`src/rtl/gimli_stream_buffer_out_fifo_if.sv`:
```
// rtl/gimli_stream_buffer_out_fifo_if.sv - word-in / beat-out stream buffer handshake bundle
interface gimli_stream_buffer_out_fifo_if #(
    parameter int DIN_WIDTH       = 128,
    parameter int DIN_SIZE_WIDTH  = 4,
    parameter int DOUT_WIDTH      = 32,
    parameter int DOUT_SIZE_WIDTH = 2,
    parameter int DEPTH_WIDTH     = 2
) ();
    logic [DIN_WIDTH-1:0]                        din;
    logic [DIN_SIZE_WIDTH:0]                     din_size;
    logic                                        din_last;
    logic                                        din_valid;
    logic                                        din_ready;
    logic [DOUT_WIDTH-1:0]                       dout;
    logic [DOUT_SIZE_WIDTH:0]                    dout_size;
    logic                                        dout_valid;
    logic                                        dout_ready;
    logic                                        dout_last;
    logic [DIN_SIZE_WIDTH+DEPTH_WIDTH:0]         size;
    logic [DEPTH_WIDTH:0]                        count;

    // Buffer side: accepts words, produces beats and occupancy.
    modport slave (
        input  din, din_size, din_last, din_valid, dout_ready,
        output din_ready, dout, dout_size, dout_valid, dout_last, size, count
    );

    // Environment side: produces words, consumes beats.
    modport master (
        output din, din_size, din_last, din_valid, dout_ready,
        input  din_ready, dout, dout_size, dout_valid, dout_last, size, count
    );
endinterface

```
`src/rtl/gimli_stream_buffer_out_fifo.sv`:
```
// rtl/gimli_stream_buffer_out_fifo.sv - FIFO of wide words drained as narrow beats
module gimli_stream_buffer_out_fifo #(
    parameter int DIN_WIDTH       = 128,
    parameter int DIN_SIZE_WIDTH  = 4,
    parameter int DOUT_WIDTH      = 32,
    parameter int DOUT_SIZE_WIDTH = 2,
    parameter int DEPTH_WIDTH     = 2
) (
    input  logic                          clk,
    input  logic                          rst,
    gimli_stream_buffer_out_fifo_if.slave bus
);
    localparam int DEPTH = 2 ** DEPTH_WIDTH;
    localparam int RW    = DIN_SIZE_WIDTH + 1;
    localparam int SW    = DIN_SIZE_WIDTH + DEPTH_WIDTH + 1;
    localparam int CW    = DEPTH_WIDTH + 1;
    localparam int OW    = DOUT_SIZE_WIDTH + 1;
    localparam logic [RW-1:0] BEAT_BYTES = RW'(2 ** DOUT_SIZE_WIDTH);

    logic [DIN_WIDTH-1:0]   data_mem [DEPTH];
    logic [RW-1:0]          rem_mem  [DEPTH];
    logic                   last_mem [DEPTH];

    logic [DEPTH_WIDTH-1:0] wr_ptr;
    logic [DEPTH_WIDTH-1:0] rd_ptr;
    logic [CW-1:0]          count_q;
    logic [SW-1:0]          size_q;

    logic                   push;
    logic                   store;
    logic                   beat;
    logic                   pop;
    logic                   head_big;
    logic [RW-1:0]          head_rem;
    logic [RW-1:0]          beat_bytes;

    // Handshake decode and head-beat sizing; empty FIFO forces a zero-size beat.
    always_comb begin
        head_rem   = rem_mem[rd_ptr];
        head_big   = 1'b0;
        beat_bytes = '0;
        if (count_q != '0) begin
            head_big   = head_rem > BEAT_BYTES;
            beat_bytes = head_big ? BEAT_BYTES : head_rem;
        end
        push  = bus.din_valid && bus.din_ready;
        // Empty non-final words carry nothing and are dropped; empty final words still mark the end.
        store = push && ((bus.din_size != '0) || bus.din_last);
        beat  = bus.dout_valid && bus.dout_ready;
        pop   = beat && !head_big;
    end

    assign bus.din_ready  = !rst && (count_q < CW'(DEPTH));
    assign bus.dout_valid = count_q != '0;
    assign bus.dout       = data_mem[rd_ptr][DOUT_WIDTH-1:0];
    assign bus.dout_size  = beat_bytes[OW-1:0];
    assign bus.dout_last  = (count_q != '0) && last_mem[rd_ptr] && !head_big;
    assign bus.size       = size_q;
    assign bus.count      = count_q;

    // Pointers and occupancy counters; reset discards everything buffered.
    always_ff @(posedge clk) begin
        if (rst) begin
            wr_ptr  <= '0;
            rd_ptr  <= '0;
            count_q <= '0;
            size_q  <= '0;
        end else begin
            if (store) begin
                wr_ptr <= wr_ptr + 1'b1;
            end
            if (pop) begin
                rd_ptr <= rd_ptr + 1'b1;
            end
            count_q <= count_q + CW'(store) - CW'(pop);
            size_q  <= size_q + (store ? SW'(bus.din_size) : SW'(0))
                              - (beat ? SW'(beat_bytes) : SW'(0));
        end
    end

    // Entry storage: write at the tail, shift the head down one beat when it is not finished.
    // The write slot is always empty, so it never collides with the head being shifted.
    always_ff @(posedge clk) begin
        if (store) begin
            data_mem[wr_ptr] <= bus.din;
            rem_mem[wr_ptr]  <= bus.din_size;
            last_mem[wr_ptr] <= bus.din_last;
        end
        if (beat && head_big) begin
            data_mem[rd_ptr] <= data_mem[rd_ptr] >> DOUT_WIDTH;
            rem_mem[rd_ptr]  <= rem_mem[rd_ptr] - BEAT_BYTES;
        end
    end
endmodule

```
`src/flat_wrapper.sv`:
```
// flat-port wrapper written by rule: the top's interface ports become plain ports
module gimli_stream_buffer_out_fifo_flat 
#(
    parameter int DIN_WIDTH       = 128,
    parameter int DIN_SIZE_WIDTH  = 4,
    parameter int DOUT_WIDTH      = 32,
    parameter int DOUT_SIZE_WIDTH = 2,
    parameter int DEPTH_WIDTH     = 2
)
  (clk, rst, bus_din, bus_din_size, bus_din_last, bus_din_valid, bus_dout_ready, bus_din_ready, bus_dout, bus_dout_size, bus_dout_valid, bus_dout_last, bus_size, bus_count);
  gimli_stream_buffer_out_fifo_if #(.DIN_WIDTH(DIN_WIDTH), .DIN_SIZE_WIDTH(DIN_SIZE_WIDTH), .DOUT_WIDTH(DOUT_WIDTH), .DOUT_SIZE_WIDTH(DOUT_SIZE_WIDTH), .DEPTH_WIDTH(DEPTH_WIDTH)) bus_i ();
  input  logic clk;
  input  logic rst;
  input wire logic [$bits(bus_i.din)-1:0] bus_din;
  input wire logic [$bits(bus_i.din_size)-1:0] bus_din_size;
  input wire logic [$bits(bus_i.din_last)-1:0] bus_din_last;
  input wire logic [$bits(bus_i.din_valid)-1:0] bus_din_valid;
  input wire logic [$bits(bus_i.dout_ready)-1:0] bus_dout_ready;
  output wire logic [$bits(bus_i.din_ready)-1:0] bus_din_ready;
  output wire logic [$bits(bus_i.dout)-1:0] bus_dout;
  output wire logic [$bits(bus_i.dout_size)-1:0] bus_dout_size;
  output wire logic [$bits(bus_i.dout_valid)-1:0] bus_dout_valid;
  output wire logic [$bits(bus_i.dout_last)-1:0] bus_dout_last;
  output wire logic [$bits(bus_i.size)-1:0] bus_size;
  output wire logic [$bits(bus_i.count)-1:0] bus_count;
  assign bus_i.din = bus_din;
  assign bus_i.din_size = bus_din_size;
  assign bus_i.din_last = bus_din_last;
  assign bus_i.din_valid = bus_din_valid;
  assign bus_i.dout_ready = bus_dout_ready;
  assign bus_din_ready = bus_i.din_ready;
  assign bus_dout = bus_i.dout;
  assign bus_dout_size = bus_i.dout_size;
  assign bus_dout_valid = bus_i.dout_valid;
  assign bus_dout_last = bus_i.dout_last;
  assign bus_size = bus_i.size;
  assign bus_count = bus_i.count;
  gimli_stream_buffer_out_fifo #(.DIN_WIDTH(DIN_WIDTH), .DIN_SIZE_WIDTH(DIN_SIZE_WIDTH), .DOUT_WIDTH(DOUT_WIDTH), .DOUT_SIZE_WIDTH(DOUT_SIZE_WIDTH), .DEPTH_WIDTH(DEPTH_WIDTH)) u_core (.clk(clk), .rst(rst), .bus(bus_i));
endmodule
```
`config.mk`:
```
export PLATFORM = sky130hd
export DESIGN_NAME = gimli_stream_buffer_out_fifo_flat
export DESIGN_NICKNAME = d
export VERILOG_FILES = /design/src/rtl/gimli_stream_buffer_out_fifo_if.sv /design/src/rtl/gimli_stream_buffer_out_fifo.sv /design/src/flat_wrapper.sv
export SDC_FILE = /design/constraint.sdc
export NUM_CORES = 1
export LEC_CHECK = 0
export CAP_MARGIN = 5
export CORE_AREA = 3 3 230 232
export CTS_BUF_LIST = sky130_fd_sc_hd__clkbuf_8
export DETAILED_ROUTE_END_ITERATION = 16
export DIE_AREA = 0 0 233 235
export GPL_TIMING_DRIVEN = 0
export PLACE_DENSITY = 0.77
export SLEW_MARGIN = 10
export SYNTH_ARGS = -nofsm -noshare
export SYNTH_HDL_FRONTEND = slang
export SYNTH_SLANG_ARGS = --single-unit
```
`constraint.sdc`:
```
create_clock -name clk -period 12.8 [get_ports clk]
set_input_delay 2.56 -clock clk [delete_from_list [all_inputs] [get_ports clk]]
set_output_delay 2.56 -clock clk [all_outputs]
set_load 0.005 [all_outputs]
```
==> results_dict.tcl, run 1 <==
set metrics [dict create \
    crit_buf_inv 4 \
    clkTransAtPathRegs_ps 60 \
    ys_seq_area_share_pct 49.6 \
    post-dp-hpwl_um 68200 \
    syn-cell-area_um2 30500 \
    ctsHtreeMaxLevel 3 \
    synth_warnings 0 \
    gp_congestion 0.932 \
    fin_crit_ps 7190 \
    worstHoldStart "u_core.data_mem[1][110]$_SDFFE_PP0P_" \
    final-instance-count-excl-fill 3713 \
    clock.fmax_mhz 139 \
    yosysUniqueCellTypes 50 \
    worstSetupPathType "reg2out" \
    setup-violations-final 0 \
    rsz0062_at_grt "no" \
    leakage_nw 12.2 \
    drt_pre_antenna_iters 7 \
    crit_path_max_fanout 10 \
    drv_cap 0 \
    nFillCells 3653 \
    relSlewSlack_pct 24.6 \
    tightest_slew_ps 1130 \
    ios 186 \
    synth-main-ff-cell "edfxtp_1" \
    synth-edff-count 408 \
    numCtsBuffers 91 \
    die_area_um2 54800 \
    reg2reg_depth 18 \
    slowest_stage "clkbuf_1" \
    viasPerCell 6.51 \
    overflow 0 \
    placedCellCount 3544 \
    hold_path_class "reg2reg" \
    routedWlPerCell_um 26.7 \
    synth_top_area_cell "edfxtp_1" \
    drc_errors 0 \
    final_common_cell "nand2_1" \
    synth_top_area_share_pct 40.2 \
    reg2reg_to "u_core.bus.size[6]$_SDFF_PP0_" \
    grt_max_degree 24 \
    async_reset_ff_share_pct 0 \
    worst_ir_drop_vdd_v 0.000108 \
    rows 83 \
    timing.hold.ws_ps 467 \
    synth_area_leaders "edfxtp_1 (40%), o22ai_2 (13%), nand2_1 (13%)" \
    rrSetupSlack_ps 7440 \
    start_util_pct 59.5 \
    drive_gt1_share_pct 30.6 \
    hold_path_depth 2 \
    fin_crit_sh_pct 56.2 \
    dieHeight_um 235 \
    final_area_um2 35600 \
    crit_chain "buf_6, mux4_2, inv_2, ha_1, and2_1, o2bb2a_1, a2bb2oi_4, nor2_4, clkbuf_1, a21boi_0, clkdlybuf4s50_1" \
    crit_family "buffers and inverters" \
    grt_pass1_wl_um 147000 \
    netlist_instances 2660 \
    clock-root-buffer "clkbuf_8" \
    start_kind "flop" \
    slew_viol_final 0 \
    slowest_delay_ps 720 \
    routed-via-count 24200 \
    area_growth_pct 16.6 \
    ctsResizeCount 0 \
    multi_input_area_um2 13700 \
    most-common-layout-cells "nand2_1 (1036), edfxtp_1 (408), o22ai_2 (312), clkdlybuf4s50_1 (184), dfxtp_1 (144)" \
    end_kind "output pin" \
    antenna_cells 0 \
    hold_viol 0 \
    worstHoldEndpoint "u_core.data_mem[1][110]$_SDFFE_PP0P_" \
    skew_ps 45.1 \
    core_um2 51200 \
    avgSynthCellArea_um2 11.5 \
    cts_hold_buf 0 \
    setup_ws_ps 5610 \
    finalNetCount 3120 \
    status "finished clean" \
    die_w_um 233 \
    synthesis.nets 2823 \
    first_iter_violations 3493 \
    insertion_delay_ps 710 \
    power_density_nw_per_um2 174 \
    grt_usage_pct 35.7 \
    place_ws_ps 5800 \
    cts_buffer_depth 3 \
    placed_cell_area_um2 33700 \
    wl_um 99000 \
    portBuffers 184 \
    cts.sinks 552 \
    cts_setup_buffers 0 \
    ant_nets 0 \
    worst_ep_arrival_time_ps 4630 \
    antenna_found_initial 6 \
    seq_area_um2 15100 \
    cts_tree "built" \
    ys_ff_latch 552 \
    required_ps 10240 \
    grt_pass1_vias 24500 \
]
tightest hold or removal path, stage by stage, from the launching register on:
cell and delay [ps]:
dfxtp_1 310, nand2_1 70, a21oi_2 50
cell type report:
cell class                 count  area share, %
sequential                   552           42.6
multi-input combinational   1827           38.5
timing repair buffer         204           6.52
buffer                       247           4.41
clock buffer                 111           4.30
tap                          680           2.39
clock inverter                58          0.936
inverter                      34          0.359
synthesized netlist by cell type, types with 2 or more instances:
| cell | count |
|---|---|
| a21o_1 | 2 |
| or3_1 | 3 |
| o31a_1 | 2 |
| inv_2 | 6 |
| clkbuf_4 | 8 |
| a31oi_1 | 2 |
| buf_1 | 3 |
| nor2b_1 | 3 |
| buf_4 | 14 |
| mux2_2 | 14 |
| o22ai_1 | 72 |
| xor2_1 | 2 |
| a221oi_1 | 4 |
| mux4_2 | 133 |
| nand2_1 | 1036 |
| o22ai_2 | 312 |
| nor4_1 | 2 |
| inv_1 | 28 |
| and3_1 | 4 |
| nand4_1 | 2 |
| a21boi_0 | 2 |
| nand2_4 | 4 |
| clkbuf_1 | 65 |
| o21bai_1 | 2 |
| a21oi_2 | 128 |
| nor2_1 | 18 |
| nor3b_1 | 2 |
| a21oi_4 | 4 |
| edfxtp_1 | 408 |
| and2_1 | 8 |
| dfxtp_1 | 144 |
| buf_2 | 99 |
| mux2i_1 | 8 |
| o21ai_0 | 6 |
| buf_6 | 58 |
| fa_1 | 6 |
| a21oi_1 | 10 |
| nor3_1 | 2 |
| ha_1 | 19 |
| xnor2_1 | 5 |
how the worst max path moves through the flow:
stage | from | endpoint | slack (ps) | cells after the start
2_1_floorplan | bus_dout_ready | u_core.data_mem[0][0]$_DFFE_PP_ | 1990 | 4
3_3_place_gp | bus_dout_ready | u_core.data_mem[3][66]$_DFFE_PP_ | -4920 | 5
3_5_place_dp | rst | bus_din_ready | 5800 | 5
4_1_cts | flop | bus_dout_size[2] | 5620 | 11
5_1_grt | flop | bus_dout_size[2] | 5440 | 11
6_report | flop | bus_dout_size[2] | 5610 | 11
registers in the layout (all words and copies together), names as in the netlist, named ones only:
register and flops:
u_core.last_mem 4, u_core.rd_ptr 2, u_core.wr_ptr 2, u_core.rem_mem 20, u_core.bus.size 7, u_core.bus.count 3, u_core.data_mem 512
logic make-up after synthesis:
logic type	share of synthesized area, %
compound gates	19.0
buf+inv	5.57
simple gates	13.8
other cells	0.0123
fa+ha+maj	1.17
flops	49.6
xor+xnor	0.201
mux	10.6
stage by stage:
stage / setup TNS [ps] / total power, W / util, %
global placement: -1947100 / 0.00454 / 64.8
finish: 0 / 0.00620 / 69.4
global route: 0 / 0.00641 / 69.4
floorplan: 0 / 0.00382 / -
CTS: 0 / 0.00615 / 69.4
detailed placement: 0 / 0.00458 / 65.8
report_power, final:
part	switching, W	internal (W)
Combinational	0.00133	0.000839
Clock	0.000733	0.000861
Sequential	0.000135	0.00231
Total	0.00220	0.00401
metal layers:
metal  part of all wire [%]  up-vias  GRT usage [%]
met5                  0.076        -              0
met4                    5.9       12           20.2
met3                     12      352           8.49
met2                     46     1791           55.0
met1                     36    11800           46.6
li1                       -    10200              -
Note: power is estimated with default switching activity, not from simulation.
==> inputs of run 2 (changes only) <==
==> constraint.sdc (replaced) <==
create_clock -name clk -period 7 [get_ports clk]
set_input_delay 1.4 -clock clk [delete_from_list [all_inputs] [get_ports clk]]
set_output_delay 1.4 -clock clk [all_outputs]
set_load 0.005 [all_outputs]
==> results_dict.tcl, run 2 (same netlist as run 1, synthesis figures left out) <==
set metrics [dict create \
    status "finished clean" \
    overflow 0 \
    final_common_cell "nand2_1" \
    tightest_slew_ps 1300 \
    leakage_nw 12.2 \
    grt_max_degree 24 \
    worst_ep_arrival_time_ps 4640 \
    die_w_um 233 \
    cts_setup_buffers 0 \
    required_ps 5600 \
    clockPowerShare_pct 25.5 \
    most-common-layout-cells "nand2_1 (1036), edfxtp_1 (408), o22ai_2 (312), clkdlybuf4s50_1 (184), dfxtp_1 (144)" \
    p_sw_share_pct 35.5 \
    end_kind "output pin" \
    slowest_delay_ps 740 \
    grt.busiest_layer "met2" \
    viasPerCell 6.57 \
    final_area_um2 35500 \
    core_um2 51200 \
    skew_ps 35.0 \
    met2_usage_pct 55.7 \
    rrSetupSlack_ps 1750 \
    ios 186 \
    area_growth_pct 16.6 \
    ctsResizeCount 0 \
    internal_power_w 0.00731 \
    relSlewSlack_pct 13.4 \
    placed_cell_area_um2 33700 \
    ctsHtreeMaxLevel 3 \
    routedWlPerCell_um 26.8 \
    grt_usage_pct 35.7 \
    seq_power_share_pct 39.5 \
    fin_util_pct 69.4 \
    largest_reg_flops 512 \
    cts_buffer_depth 3 \
    drv_cap 0 \
    cts_tree "built" \
    gp_congestion 0.915 \
    power_density_nw_per_um2 319 \
    crit_chain "buf_6, mux4_2, inv_2, ha_1, nand2b_1, o2bb2a_1, a2bb2oi_4, nor2_4, clkbuf_1, a21boi_0, clkdlybuf4s50_1" \
    top_register "u_core.data_mem" \
    clock.fmax_mhz 166 \
    finalPower_w 0.0113 \
    use_met1_pct 46.4 \
    grt_pass1_wl_um 147000 \
    start_util_pct 59.5 \
    tns_ps 0 \
    grt_pass1_vias 24300 \
    cts_hold_buf 0 \
    slowest_stage "clkbuf_1" \
    routed-via-count 24400 \
    slew_viol_final 0 \
    portBuffers 184 \
    fin_crit_sh_pct 86.3 \
    rsz0062_at_grt "no" \
    setup-violations-final 0 \
    start_kind "flop" \
    final-instance-count-excl-fill 3712 \
    clkTransAtPathRegs_ps 60 \
    worstSetupPathType "reg2out" \
    placedCellCount 3545 \
    rows 83 \
    drt_pre_antenna_iters 7 \
    antenna_found_initial 7 \
    finalNetCount 3122 \
    hold_viol 0 \
    clock-root-buffer "clkbuf_8" \
    drc_errors 0 \
    drive_gt1_share_pct 30.8 \
    grt_use_met3_pct 7.75 \
    die_area_um2 54800 \
    pwr-share-comb_pct 35.0 \
    hold_path_class "reg2reg" \
    insertion_delay_ps 700 \
    ant_nets 0 \
    worst_ir_drop_vdd_v 0.000225 \
    fin_crit_ps 6040 \
    wl_um 99600 \
    numCtsBuffers 92 \
    p_sw_w 0.00402 \
    crit_path_max_fanout 10 \
    dieHeight_um 235 \
    post-dp-hpwl_um 68900 \
    first_iter_violations 3300 \
    cts.sinks 552 \
]
run 2: path summary, 6_finish.rpt:
check / startpoint / end / cells past startpoint
max: flop / bus_dout_size[2] / 11
min: u_core.data_mem[0][98]$_SDFFE_PP0P_ / u_core.data_mem[0][98]$_SDFFE_PP0P_ / 2
max reg2reg: flop / u_core.bus.size[6]$_SDFF_PP0_ / 18
min reg2reg: u_core.data_mem[0][98]$_SDFFE_PP0P_ / u_core.data_mem[0][98]$_SDFFE_PP0P_ / 2
run 2: cell type report:
| type | instances | area [µm²] |
|---|---|---|
| plain buffers | 247 | 1570 |
| inverters | 34 | 128 |
| clock buffers | 109 | 1500 |
| flip-flops and latches | 552 | 15100 |
| clock inverters | 55 | 327 |
| repair buffers | 205 | 2320 |
| multi-input cells | 1827 | 13700 |
| diodes | 3 | 7.51 |
| fillers | 3682 | 15700 |
| well taps | 680 | 851 |
run 2: power by group through the flow:
| stage | Clock [W] | Sequential (W) | Combinational, W |
|---|---|---|---|
| after floorplan | 0 | 0.00449 | 0.00246 |
| after global placement | 0 | 0.00457 | 0.00367 |
| after detailed placement | 0 | 0.00453 | 0.00387 |
| after CTS | 0.00289 | 0.00447 | 0.00388 |
| after global routing | 0.00304 | 0.00452 | 0.00415 |
| final | 0.00289 | 0.00447 | 0.00397 |
run 2: layer usage:
layer | routed length, µm | vias up
li1 | - | 10200
met1 | 35700 | 12000
met2 | 46100 | 1841
met3 | 11800 | 351
met4 | 6070 | 6
met5 | 32 | -
run 2: worst max-delay path, delay by kind of cell, from the launching register on:
kind | cells | cell delay, ps
DFF | 1 | 430
muxes | 1 | 610
AOI/OAI and AO/OA | 3 | 850
and+or+nand+nor | 2 | 230
buffers and inverters | 4 | 1640
adders and majority gates | 1 | 180
run 2: metrics by stage:
stage	setup slack (ps)	hold WS, ps
2_1_floorplan	-199	445
3_3_place_gp	-4660	452
3_5_place_dp	1690	458
4_1_cts	940	467
5_1_grt	846	485
6_report	961	467
